## src/rtl/mmio_interconnect.sv

```systemverilog
// mmio_interconnect: decodes CPU data-port accesses onto N_CH synchronous-read
// memory channels and a small control register block (CTRL, STATUS, WCNT[k]).
// Reads take two cycles (stall, then data); writes complete in one cycle.
// Ports:
//   clk, reset (async, active-low)
//   cpu_adr/cpu_wdata/cpu_we/cpu_re -> CPU request; cpu_rdata/cpu_ready <- response
//   ch_adr/ch_wdata/ch_we -> shared channel request; ch_rdata <- flat channel read data
//   vga  : CTRL bit0 show flag
//   err  : sticky unmapped/conflicting-access flag (STATUS bit0)
module mmio_interconnect #(
  parameter int unsigned       DATA_W    = 24,
  parameter int unsigned       ADDR_W    = 24,
  parameter int unsigned       N_CH      = 3,
  parameter int unsigned       CH_AW     = 18,
  parameter logic [ADDR_W-1:0] CH_BASE   = 24'h040000,
  parameter logic [ADDR_W-1:0] CTRL_BASE = 24'h000000,
  parameter int unsigned       CNT_W     = 16
) (
  input  logic                   clk,
  input  logic                   reset,
  input  logic [ADDR_W-1:0]      cpu_adr,
  input  logic [DATA_W-1:0]      cpu_wdata,
  input  logic                   cpu_we,
  input  logic                   cpu_re,
  output logic [DATA_W-1:0]      cpu_rdata,
  output logic                   cpu_ready,
  output logic [CH_AW-1:0]       ch_adr,
  output logic [DATA_W-1:0]      ch_wdata,
  output logic [N_CH-1:0]        ch_we,
  input  logic [N_CH*DATA_W-1:0] ch_rdata,
  output logic                   vga,
  output logic                   err
);

  localparam int unsigned IDX_W  = (N_CH > 1) ? $clog2(N_CH) : 1;
  localparam int unsigned CTRL_N = 2 + N_CH;
  localparam int unsigned COFF_W = 4;
  localparam longint unsigned TOP_END = longint'(CH_BASE) + (longint'(N_CH) << CH_AW);

  // Reject configurations whose channel map would wrap or exceed supported sizes.
  if (N_CH < 1 || N_CH > 8 || CH_AW >= ADDR_W || CNT_W > DATA_W ||
      TOP_END > (64'd1 << ADDR_W)) begin : g_bad_cfg
    $error("mmio_interconnect: illegal parameter set");
  end

  typedef enum logic {ST_IDLE, ST_RWAIT} state_t;

  state_t              state_q, state_d;
  logic [DATA_W-1:0]   rdata_q, rdata_d;
  logic                rd_is_ch_q, rd_is_ch_d;
  logic                rd_is_ctrl_q, rd_is_ctrl_d;
  logic [IDX_W-1:0]    rd_idx_q, rd_idx_d;
  logic [COFF_W-1:0]   rd_off_q, rd_off_d;
  logic                vga_q, vga_d;
  logic                err_q, err_d;
  logic [CNT_W-1:0]    wcnt_q [N_CH];
  logic [CNT_W-1:0]    wcnt_d [N_CH];

  logic [ADDR_W:0]     ch_diff, ctrl_diff;
  logic [ADDR_W-1:0]   ch_off, ch_idx_full;
  logic [IDX_W-1:0]    ch_idx;
  logic [COFF_W-1:0]   ctrl_off;
  logic                hit_any_ch, hit_ctrl, unmapped, wr_ctrl, err_evt;
  logic [N_CH-1:0]     hit_ch, ch_we_c;
  logic [DATA_W-1:0]   ch_rd, ctrl_rd, rd_mux;

  // Region decode; the extra MSB of each difference flags addresses below the base.
  always_comb begin
    ch_diff     = {1'b0, cpu_adr} - {1'b0, CH_BASE};
    ch_off      = ch_diff[ADDR_W-1:0];
    ch_idx_full = ch_off >> CH_AW;
    hit_any_ch  = !ch_diff[ADDR_W] && (ch_idx_full < ADDR_W'(N_CH));
    ch_idx      = IDX_W'(ch_idx_full);
    for (int k = 0; k < N_CH; k++) begin
      hit_ch[k] = hit_any_ch && (ch_idx_full == ADDR_W'(k));
    end
    ctrl_diff = {1'b0, cpu_adr} - {1'b0, CTRL_BASE};
    hit_ctrl  = !ctrl_diff[ADDR_W] && (ctrl_diff[ADDR_W-1:0] < ADDR_W'(CTRL_N));
    ctrl_off  = COFF_W'(ctrl_diff[ADDR_W-1:0]);
    unmapped  = !hit_any_ch && !hit_ctrl;
    ch_we_c   = cpu_we ? hit_ch : '0;
  end

  // Read data selection from the target captured at the start of the read.
  always_comb begin
    ch_rd   = '0;
    ctrl_rd = '0;
    for (int k = 0; k < N_CH; k++) begin
      if (rd_idx_q == IDX_W'(k)) ch_rd = ch_rdata[k*DATA_W +: DATA_W];
    end
    if (rd_off_q == COFF_W'(0)) begin
      ctrl_rd[0] = vga_q;
    end else if (rd_off_q == COFF_W'(1)) begin
      ctrl_rd[0] = err_q;
    end else begin
      for (int k = 0; k < N_CH; k++) begin
        if (rd_off_q == COFF_W'(k + 2)) ctrl_rd = DATA_W'(wcnt_q[k]);
      end
    end
    if (rd_is_ch_q)        rd_mux = ch_rd;
    else if (rd_is_ctrl_q) rd_mux = ctrl_rd;
    else                   rd_mux = '0;
  end

  // Next-state: read FSM, control registers, error flag and write counters.
  always_comb begin
    state_d      = state_q;
    rdata_d      = rdata_q;
    rd_is_ch_d   = rd_is_ch_q;
    rd_is_ctrl_d = rd_is_ctrl_q;
    rd_idx_d     = rd_idx_q;
    rd_off_d     = rd_off_q;
    vga_d        = vga_q;
    err_d        = err_q;
    for (int k = 0; k < N_CH; k++) wcnt_d[k] = wcnt_q[k];

    case (state_q)
      ST_IDLE: begin
        if (cpu_re && !cpu_we) begin
          state_d      = ST_RWAIT;
          rd_is_ch_d   = hit_any_ch;
          rd_is_ctrl_d = hit_ctrl;
          rd_idx_d     = ch_idx;
          rd_off_d     = ctrl_off;
        end
      end
      ST_RWAIT: begin
        state_d = ST_IDLE;
        rdata_d = rd_mux;
      end
      default: state_d = ST_IDLE;
    endcase

    wr_ctrl = cpu_we && hit_ctrl;
    if (wr_ctrl && ctrl_off == COFF_W'(0)) vga_d = cpu_wdata[0];

    // A read is only an access event on its first (IDLE) cycle; set beats clear.
    err_evt = (cpu_we && cpu_re) ||
              (unmapped && (cpu_we || (cpu_re && state_q == ST_IDLE)));
    if (wr_ctrl && ctrl_off == COFF_W'(1) && cpu_wdata[0]) err_d = 1'b0;
    if (err_evt) err_d = 1'b1;

    for (int k = 0; k < N_CH; k++) begin
      if (wr_ctrl && ctrl_off == COFF_W'(k + 2)) wcnt_d[k] = '0;
      else if (ch_we_c[k] && wcnt_q[k] != '1)     wcnt_d[k] = wcnt_q[k] + CNT_W'(1);
    end
  end

  always_ff @(posedge clk or negedge reset) begin
    if (!reset) begin
      state_q      <= ST_IDLE;
      rdata_q      <= '0;
      rd_is_ch_q   <= 1'b0;
      rd_is_ctrl_q <= 1'b0;
      rd_idx_q     <= '0;
      rd_off_q     <= '0;
      vga_q        <= 1'b0;
      err_q        <= 1'b0;
      for (int k = 0; k < N_CH; k++) wcnt_q[k] <= '0;
    end else begin
      state_q      <= state_d;
      rdata_q      <= rdata_d;
      rd_is_ch_q   <= rd_is_ch_d;
      rd_is_ctrl_q <= rd_is_ctrl_d;
      rd_idx_q     <= rd_idx_d;
      rd_off_q     <= rd_off_d;
      vga_q        <= vga_d;
      err_q        <= err_d;
      for (int k = 0; k < N_CH; k++) wcnt_q[k] <= wcnt_d[k];
    end
  end

  // Stall only on the first cycle of a read; data is live in RWAIT, then held.
  assign cpu_ready = !(reset && state_q == ST_IDLE && cpu_re && !cpu_we);
  assign cpu_rdata = (state_q == ST_RWAIT) ? rd_mux : rdata_q;
  assign ch_adr    = ch_off[CH_AW-1:0];
  assign ch_wdata  = cpu_wdata;
  assign ch_we     = reset ? ch_we_c : '0;
  assign vga       = vga_q;
  assign err       = err_q;

endmodule

```

## config.mk

```make
export PLATFORM = sky130hd
export DESIGN_NAME = mmio_interconnect
export DESIGN_NICKNAME = d
export VERILOG_FILES = /design/src/rtl/mmio_interconnect.sv
export SDC_FILE = /design/constraint.sdc
export NUM_CORES = 1
export LEC_CHECK = 0
export ABC_AREA = 1
export BUFFER_PORTS_ARGS = -buffer_cell sky130_fd_sc_hd__buf_2
export CORE_MARGIN = 1
export CORE_UTILIZATION = 25
export CTS_CLUSTER_DIAMETER = 60
export DETAILED_ROUTE_END_ITERATION = 10
export HOLD_SLACK_MARGIN = 0.06
export PLACE_DENSITY_LB_ADDON = 0.08
export SYNTH_ARGS = -nofsm -noshare
export SYNTH_HDL_FRONTEND = slang
export SYNTH_SLANG_ARGS = --single-unit
```

## constraint.sdc

```tcl
create_clock -name clk -period 1.9 [get_ports clk]
set_input_delay 0 -clock clk [delete_from_list [all_inputs] [get_ports clk]]
set_output_delay 0 -clock clk [all_outputs]
set_load 0.005 [all_outputs]
```

* After elaboration in Yosys (flattened, before gate mapping)
Index checks and enable logic that the tools add are counted.
Word-level totals: input bits 124, register bits after elaboration 83, output and inout port bits 72
Operators by class: $add $sub $neg 4, reductions and logical operators 38, equality and inequality tests 15, bitwise gates (word level) 1, magnitude comparators 2, multiplexer cells 25
Operators by type and width (count):
- two-way mux 24 bit | 8
- two-way mux 16 bit | 7
- adder 16 x 1 -> 16 bit (second input constant) | 3
- != test 16 bit (second input constant) | 3
- two-way mux 23 bit | 2
- subtractor 24 x 19 -> 25 bit (second input constant) | 1
- logical NOT 24 bit | 1
- < comparator 24 x 3 -> 1 bit (second input constant) | 1
- logical AND 1 bit | 22
- equality test 4 x 2 -> 1 bit (second input constant) | 4
- equality test 4 x 1 -> 1 bit (second input constant) | 2
- equality test 4 x 3 -> 1 bit (second input constant) | 2
- logical NOT 4 bit | 2
- nonzero test 2 bit | 4
- equality test 6 x 1 -> 1 bit (second input constant) | 1
- equality test 6 x 2 -> 1 bit (second input constant) | 1
- < comparator 6 x 2 -> 1 bit (second input constant) | 1
- two-way mux 3 bit | 2
- logical NOT 1 bit | 5
- two-way mux 1 bit | 5
- equality test 2 x 1 -> 1 bit (second input constant) | 1
- equality test 2 bit (second input constant) | 1
- logical NOT 2 bit | 1
- logical OR 1 bit | 2
- 3 further kinds | 3

* Depth between registers and ports, before layout
Gate-level depths: netlist of run 1.
depth after elaboration 9, mapped depth 14, mapped depth without buffers 13

* Least setup slack after synthesis of run 1
Ideal clock, no wire load.
path type flip-flop to flip-flop, from register wcnt_q[16] (netlist bit), to register wcnt_q[17] (netlist bit), arrival 1612 ps, clock period less this slack 1734 ps, stages on the path, launching flop included 12, library setup time 122 ps, path slack 166 ps, data required time 1778 ps, cells stage by stage dfrtp_1 ha_1 nand2_1 nor2_1 nand2_1 nor2_1 nand2_1 nor2_2 nor2_4 buf_6 o21ai_0 nor2_1
On the way: word-level cells in the longest chain between the ends 3
RTL lines:
- start, declared | line 56 | logic [CNT_W-1:0] wcnt_q [N_CH];
- adder 16 x 1 -> 16 bit / != test 16 bit (equally long branches) | line 145 | else if (ch_we_c[k] && wcnt_q[k] != '1) wcnt_d[k] = wcnt_q[k] + CNT_W'(1);
- two-way mux 16 bit / logical AND 1 bit (equally long branches) | line 145
- two-way mux 16 bit / nonzero test 2 bit (equally long branches)
Parallel ways exist; a longest one is shown, timed or not. The select of a mux whose other input is x is not followed. A chain may end at the register's enable or synchronous reset.

* Final worst setup path of run 1
from register rd_off_q[2], to output port cpu_rdata[7]
On the way: word-level cells in the longest chain between the ends 9
RTL lines:
- start, declared | line 53 | logic [COFF_W-1:0] rd_off_q, rd_off_d;
- start signal, assigned | line 166 | rd_off_q <= rd_off_d;
- equality test 4 x 2 -> 1 bit | line 97 | if (rd_off_q == COFF_W'(k + 2)) ctrl_rd = DATA_W'(wcnt_q[k]);
- two-way mux 16 bit | line 97
- two-way mux 24 bit (2 in a row) | line 97
- two-way mux 23 bit | line 93 | end else if (rd_off_q == COFF_W'(1)) begin
- two-way mux 23 bit * | line 91 | if (rd_off_q == COFF_W'(0)) begin
- two-way mux 24 bit * | line 101 | else if (rd_is_ctrl_q) rd_mux = ctrl_rd;
- two-way mux 24 bit * | line 100 | if (rd_is_ch_q) rd_mux = ch_rd;
- two-way mux 24 bit * | line 175 | assign cpu_rdata = (state_q == ST_RWAIT) ? rd_mux : rdata_q;
- end, declared | line 25 | output logic [DATA_W-1:0] cpu_rdata,
Every way passes the cells marked *; elsewhere a longest branch is shown, timed or not.

==> out/results.tsv, run 1 <==
metric	value	unit
final wirelength	22800	um
number of H-tree levels	3	
DRC errors left	0	
placed cell areas	7390	um^2
EDFF count, synth	0	
first-pass GRT wire length	34500	um
gp weighted congestion	0.851	
Post-Route Skew	0.0115	ns
Critical Path Fanout Max	11	
CTS buffer count	9	
Worst Setup End Kind	output port	
vias	6718	
diode count	0	
Starting DRT DRC Count	321	
Nets	1279	
Port Buffers	149	
Yosys warnings	0	
DP Wirelength	17800	um
TritonCTS Sinks	83	
clock-pin slew on the worst setup and hold paths	0.07	ns
final hold violation count	0	
Final Setup Violations	1	
core box area	23600	um^2
initial antenna violation count	0	
CTS tree	yes	
row cnt	56	
most used cell, CP	o211ai_1	
WP data required	1.90	ns
Setup WS pre-CTS	-0.00995	ns
CP Buf/Inv Count	2	
syn_nets	1038	
leakage	4.54	nW
vias in the first global route	6439	
worst skew pair latency	0.35	ns
mapped cell area	6070	um^2
max cap viols	0	
failing checks	setup timing	
critical-path cell list	nor2_4 > nand3_2 > buf_6 > o211ai_1 > o211ai_1 > o21ai_2 > buf_2	
layout cell share with drive strength beyond 1	0.263	
outcome	finished with violations	
Core Util, Final	0.361	
Worst Hold Class	input port to register	
Yosys cell types	37	
syn_area_per_cell	6.70	um^2
clk root buf	clkbuf_16	
FMAX	519	MHz
Async SR Flop Fraction	1.00	
Post-DRT Antenna Nets	0	
Arr. time, crit path	1.93	ns
sequential share of the synthesized area	0.342	
highest cell delay on the worst timing path	0.43	ns
crit start category	register	
initial core utilization	0.257	
remaining global-route overflow	0	
worst slew pin tran	0.476	ns
die width	158	um
largest net degree at the start of global routing	39	
Via-to-Cell Ratio	4.57	
top-level I/O count	196	
worst setup margin	-0.0258	ns
top cell family by delay on the critical path	compound AO/OA/AOI/OAI gates	
Final min period	1.93	ns
Peak VDD IR	0.386	mV
Yosys reg bits	83	
RSZ-0062 raised after global routing	yes	
PwrDens	577	nW/um^2
post-route design area	8530	um^2
fin crit share	1.01	
drt wl/cell	15.5	um
Worst slew margin	0.680	
chip height	158	um
critical path class	register to output port	
clk buf depth	2	
Total GRT Usage	0.183	
Tot Pwr	4.92	mW
Synth-to-Final Area Change	40.4	%
Slew Viols, Final	0	
Setup TNS Final	-0.0258	ns
slowest stage cell, crit path	dfrtp_1	
Post-Syn Instances	906	
die area	24900	um^2
first drt pass iteration count	5	
top_reg_cell synth	dfrtp_1	
-- report_power, final --
part | total, mW | internal (mW) | leakage (nW) | switching (mW)
combinational | 1.28 | 0.580 | 3.39 | 0.697
sequential | 1.91 | 1.85 | 1.02 | 0.0614
clock | 1.73 | 0.905 | 0.133 | 0.822
-- synth_stat cells (3+ instances only) --
master | number | share of area
a21oi_1 | 15 | 0.012
a221oi_1 | 7 | 0.010
a22oi_1 | 17 | 0.021
buf_2 | 4 | 0.0033
buf_4 | 43 | 0.053
clkbuf_1 | 16 | 0.0099
dfrtp_1 | 83 | 0.34
ha_1 | 8 | 0.016
inv_1 | 108 | 0.067
nand2_1 | 246 | 0.15
nand2_2 | 3 | 0.0031
nand3_1 | 100 | 0.082
nand3_2 | 3 | 0.0049
nand4_1 | 35 | 0.036
nor2_1 | 114 | 0.070
nor2_2 | 5 | 0.0052
nor2_4 | 3 | 0.0056
nor3_1 | 13 | 0.011
o211ai_1 | 5 | 0.0062
o21ai_0 | 37 | 0.031
o221ai_1 | 10 | 0.014
xnor2_1 | 4 | 0.0058
xor2_1 | 9 | 0.013
-- per-stage QoR --
step	hold slack, ns	std cells
CTS	0.0607	1458
global route	0.0655	1471
finish	0.0352	1471
floorplan	-0.296	906
detailed placement	-0.108	1382
global placement	-0.106	1382
-- registers in the layout (all words and copies together) (netlist names) --
name and flops:
vga 1, state_q 1, rd_off_q 4, rd_idx_q 2, rd_is_ctrl_q 1, wcnt_q 48, rd_is_ch_q 1, err 1
rdata_q 24
-- repair_timing --
action / CTS / global route
resized for setup: 29 / 34
hold buffers: 55 / 3
hold endpoints to repair: 126 / 2
pin swaps: 6 / 15
cloned: 0 / 1
setup buffers: 5 / 9
endpoints found under the setup margin: 18 / 40
-- worst paths after layout --
kind | end | cells after the start | from | slack (ns)
max in group asynchronous | rd_off_q[3] | 3 | reset | 1.18
max reg2reg | rdata_q[19] | 5 | rd_idx_q[0] | 0.11
max | cpu_rdata[7] | 7 | rd_off_q[2] | -0.03
min reg2reg | rd_is_ctrl_q | 2 | rd_is_ctrl_q | 0.50
min in group asynchronous | wcnt_q[27] | 2 | reset | 0.06
min | rdata_q[10] | 5 | ch_rdata[10] | 0.04
-- area by class of cell --
type / count / area (um^2)
timing repair buffer: 295 / 2080
clock buffer: 9 / 225
sequential: 83 / 2080
clock inverter: 7 / 58.8
fill: 2587 / 15100
tap: 319 / 399
multi-input combinational: 649 / 3270
inverter: 109 / 410
-- layer usage --
metal	up-vias	routed length, um	GRT usage	share of wire
met3	28	1180	0.0307	0.052
met1	3071	10900	0.245	0.48
met5	-	0	0	0
met4	0	380	0.0499	0.017
met2	206	10300	0.301	0.45
li1	3413	-	-	-
-- kinds of logic (layout without fill, tap and decap cells) --
| family | Yosys count | after routing | synth area share |
|---|---|---|---|
| buf+inv | 175 | 420 | 0.138 |
| flops | 83 | 83 | 0.342 |
| xor+xnor | 13 | 13 | 0.0188 |
| fa+ha+maj | 8 | 8 | 0.0165 |
| simple gates | 532 | 533 | 0.385 |
| compound gates | 95 | 95 | 0.0998 |
-- worst min-delay path, delay by kind of cell --
| kind | cells | cell delay (ns) |
|---|---|---|
| AOI/OAI and AO/OA | 2 | 0.15 |
| buffers and inverters | 1 | 0.07 |
| and+or+nand+nor | 2 | 0.12 |
-- cells in the final DEF, fill, tap and decap left out, drive strengths merged, types with 10 or more instances in the layout --
master       instances
nand4               35
o221ai              10
a21oi               15
buf                237
dfrtp               83
nand2              250
nor2               123
dlygate4sd3         57
inv                111
a22oi               17
o21ai               38
nand3              104
nor3                14
Note: power is estimated with default switching activity, not from simulation.
==> inputs of run 2 (changes only) <==
ABC_AREA = not set   (was 1)
SLEW_MARGIN = 0   (was not set)
==> run 2 against run 1 <==
  * The flow still finishes with violations (setup timing)
  * Critical path depth increased by 1
  * Register-to-register slack got worse by 0.20 ns
  * Die area decreased by 8.0%
  * Critical path type is now register to register
==> out/results.tsv, run 2 <==
metric	value	unit	change
outcome	finished with violations		unchanged
failing checks	setup timing		unchanged
initial core utilization	0.256		was 0.257
CTS tree	yes		unchanged
first drt pass iteration count	4		was 5
DP Wirelength	14200	um	was 17800 um
syn_area_per_cell	8.83	um^2	was 6.70 um^2
Port Buffers	149		unchanged
max cap viols	0		unchanged
cell taking the most area after synthesis	dfrtp_1		unchanged
final std cells w/o fill	1160		was 1471
Yosys cell types	47		was 37
largest registers	wcnt_q x48, rdata_q x24, rd_off_q x4		unchanged
Post-Route Skew	0.00867	ns	was 0.0115 ns
number of H-tree levels	3		unchanged
worst skew pair latency	0.35	ns	about the same
# fillers	2213		was 2587
Synth-to-Final Area Change	49.6	%	was 40.4%
top-level I/O count	196		unchanged
Area contributors post-synth	dfrtp_1, mux2i_1, buf_4, a21oi_1, o21ai_0		was dfrtp_1, nand2_1, nand3_1, nor2_1, inv_1
Core Util, Final	0.383		was 0.361
drt wl/cell	16.4	um	was 15.5 um
row cnt	54		was 56
die width	151	um	was 158 um
Starting DRT DRC Count	248		was 321
sw power	1.44	mW	was 1.58 mW
die area	22900	um^2	was 24900 um^2
Worst slew margin	0.729		was 0.680
WP data required	2.14	ns	was 1.90 ns
syn_nets	764		was 1038
commonest non-fill, non-tap cell in the layout	buf_2		was nand2_1
core box area	21800	um^2	was 23600 um^2
CTS buffer count	9		unchanged
Worst Setup End Kind	register		was output port
chip height	151	um	was 158 um
sequential share of the synthesized area	0.372		was 0.342
layout cell share with drive strength beyond 1	0.385		was 0.263
final wirelength	19000	um	was 22800 um
commonest cells after routing, fill and taps aside	buf_2, buf_4, dfrtp_1		was nand2_1, buf_2, nor2_1
part of the power in registers	0.398		was 0.389
RSZ-0062 raised after global routing	yes		unchanged
PwrDens	570	nW/um^2	was 577 nW/um^2
Hold Crit Depth	3		was 5
GRT met3 Usage	0.0280		was 0.0307
Synth top area share	0.372		was 0.342
share of power burned in the clock network	0.354		was 0.351
Worst Hold Class	input port to register		unchanged
clk buf depth	2		unchanged
Critical Path Fanout Max	7		was 11
mapped cell area	5580	um^2	was 6070 um^2
TritonCTS Sinks	83		unchanged
clock-pin slew on the worst setup and hold paths	0.06	ns	was 0.07 ns
vias	5632		was 6718
vias in the first global route	5541		was 6439
crit start category	register		unchanged
Peak VDD IR	0.434	mV	was 0.386 mV
gp weighted congestion	0.788		was 0.851
combinational share of power	0.248		was 0.260
clk root buf	clkbuf_16		unchanged
Most flops, register	wcnt_q		unchanged
Post-Syn Instances	632		was 906
busiest layer in global routing	met2		unchanged
Total GRT Usage	0.167		was 0.183
Cells after DPL	1076		was 1382
Register-to-Register Path Depth	8		was 5
Post-DRT Antenna Nets	0		unchanged
Yosys reg bits	83		unchanged
first-pass GRT wire length	29300	um	was 34500 um
Final Setup Violations	9		was 1
multi-input logic area	3300	um^2	was 3270 um^2
Slew Viols, Final	0		unchanged
top cells by count, synth	dfrtp_1, a21oi_1, buf_4, mux2i_1, o21ai_0		was nand2_1, nor2_1, inv_1
final hold violation count	0		unchanged
Async SR Flop Fraction	1.00		unchanged
Nets	1007		was 1279
Final min period	1.99	ns	was 1.93 ns
met2 Use GR	0.289		was 0.301
flip-flop and latch area	2080	um^2	about the same
Internal	3.31	mW	was 3.34 mW
most common cell in the netlist	dfrtp_1		was nand2_1
initial antenna violation count	0		unchanged
top_reg_cell synth	dfrtp_1		unchanged
diode count	0		unchanged
FMAX	503	MHz	was 519 MHz
switch share	0.304		was 0.321
worst setup margin	-0.0877	ns	was -0.0258 ns
critical path class	register to register		was register to output port
max FFs per register	48		unchanged
Yosys warnings	0		unchanged
Arr. time, crit path	2.23	ns	was 1.93 ns
Via-to-Cell Ratio	4.86		was 4.57
largest net degree at the start of global routing	26		was 39
remaining global-route overflow	0		unchanged
worst slew pin tran	0.404	ns	was 0.476 ns
DRC errors left	0		unchanged
fin crit share	1.05		was 1.01
leakage	3.67	nW	was 4.54 nW
EDFF count, synth	0		unchanged
GR Util met1	0.211		was 0.245
-- run 2: changes by cell type after synthesis, sizes merged, moves of 44 or more --
cell | before | now
nand2 | 250 | 37
nand3 | 104 | 23
nor2 | 122 | 41
inv | 108 | 31
a21oi | 15 | 64
mux2i | 0 | 44
-- run 2: stage by stage --
step                      worst slack, ns  cell area, um^2  hold slack, ns  setup TNS (ns)  power, mW
after floorplan                  -0.00146             5600          -0.296        -0.00146       2.45
after global placement             -0.209             6970         -0.0374           -3.90       2.82
after detailed placement           -0.244             6970         -0.0470           -6.34       2.83
after CTS                         -0.0802             8020          0.0614          -0.623       4.74
after global routing               -0.155             8350          0.0855           -2.19       5.02
final                             -0.0877             8350          0.0538          -0.267       4.75
-- run 2: final timing paths --
kind / end / slack, ns / startpoint
worst min register to register: rdata_q[23] / 0.48 / rdata_q[23]
max in group asynchronous: wcnt_q[22] / 1.11 / reset
worst min-delay path: rdata_q[0] / 0.05 / ch_rdata[48]
min in group asynchronous: wcnt_q[25] / 0.16 / reset
worst max register to register: wcnt_q[23] / -0.09 / wcnt_q[17]
worst max-delay path: wcnt_q[23] / -0.09 / wcnt_q[17]
-- run 2: layer usage --
layer	routed length, um	up-vias
li1	-	2808
met1	8580	2673
met2	9190	133
met3	962	18
met4	257	0
met5	0	-
-- run 2: cell type report --
class	count	area share
repair buffers	306	0.267
flip-flops and latches	83	0.249
inverters	31	0.0139
clock buffers	10	0.0274
multi-input cells	444	0.395
well taps	280	0.0420
clock inverters	6	0.00615
-- run 2: critical path, stage by stage (launching register included) --
cell and delay [ns]:
dfrtp_1 0.39, ha_4 0.17, nand3_4 0.08, or4b_4 0.52, buf_6 0.15, o2111ai_4 0.27
buf_6 0.15, xnor2_2 0.10, nor2_1 0.05
-- run 2: power by group through the flow --
stage	sequential [mW]	clock, mW	combinational (mW)
2_1_floorplan	1.90	0	0.550
3_3_place_gp	1.90	0	0.918
3_5_place_dp	1.90	0	0.929
4_1_cts	1.88	1.75	1.11
5_1_grt	1.90	1.81	1.31
6_report	1.89	1.68	1.18
-- run 2: cell families (layout without fill, tap and decap cells) --
group,Yosys count,in the layout,share of synthesized area
AND/OR/NAND/NOR,205,206,0.212
AO/OA/AOI/OAI,178,178,0.201
buffers and inverters,106,353,0.104
flip-flops,83,83,0.372
multiplexers,45,45,0.0809
adder cells (fa/ha/maj),8,8,0.0179
XOR/XNOR,7,7,0.0110
-- run 2: repair_timing --
item	CTS	global route
endpoints found under the setup margin	31	57
hold buffers	50	0
pin swaps	13	20
hold endpoints to repair	130	0
setup buffers	6	8
gates cloned	3	1
resized for setup	40	59
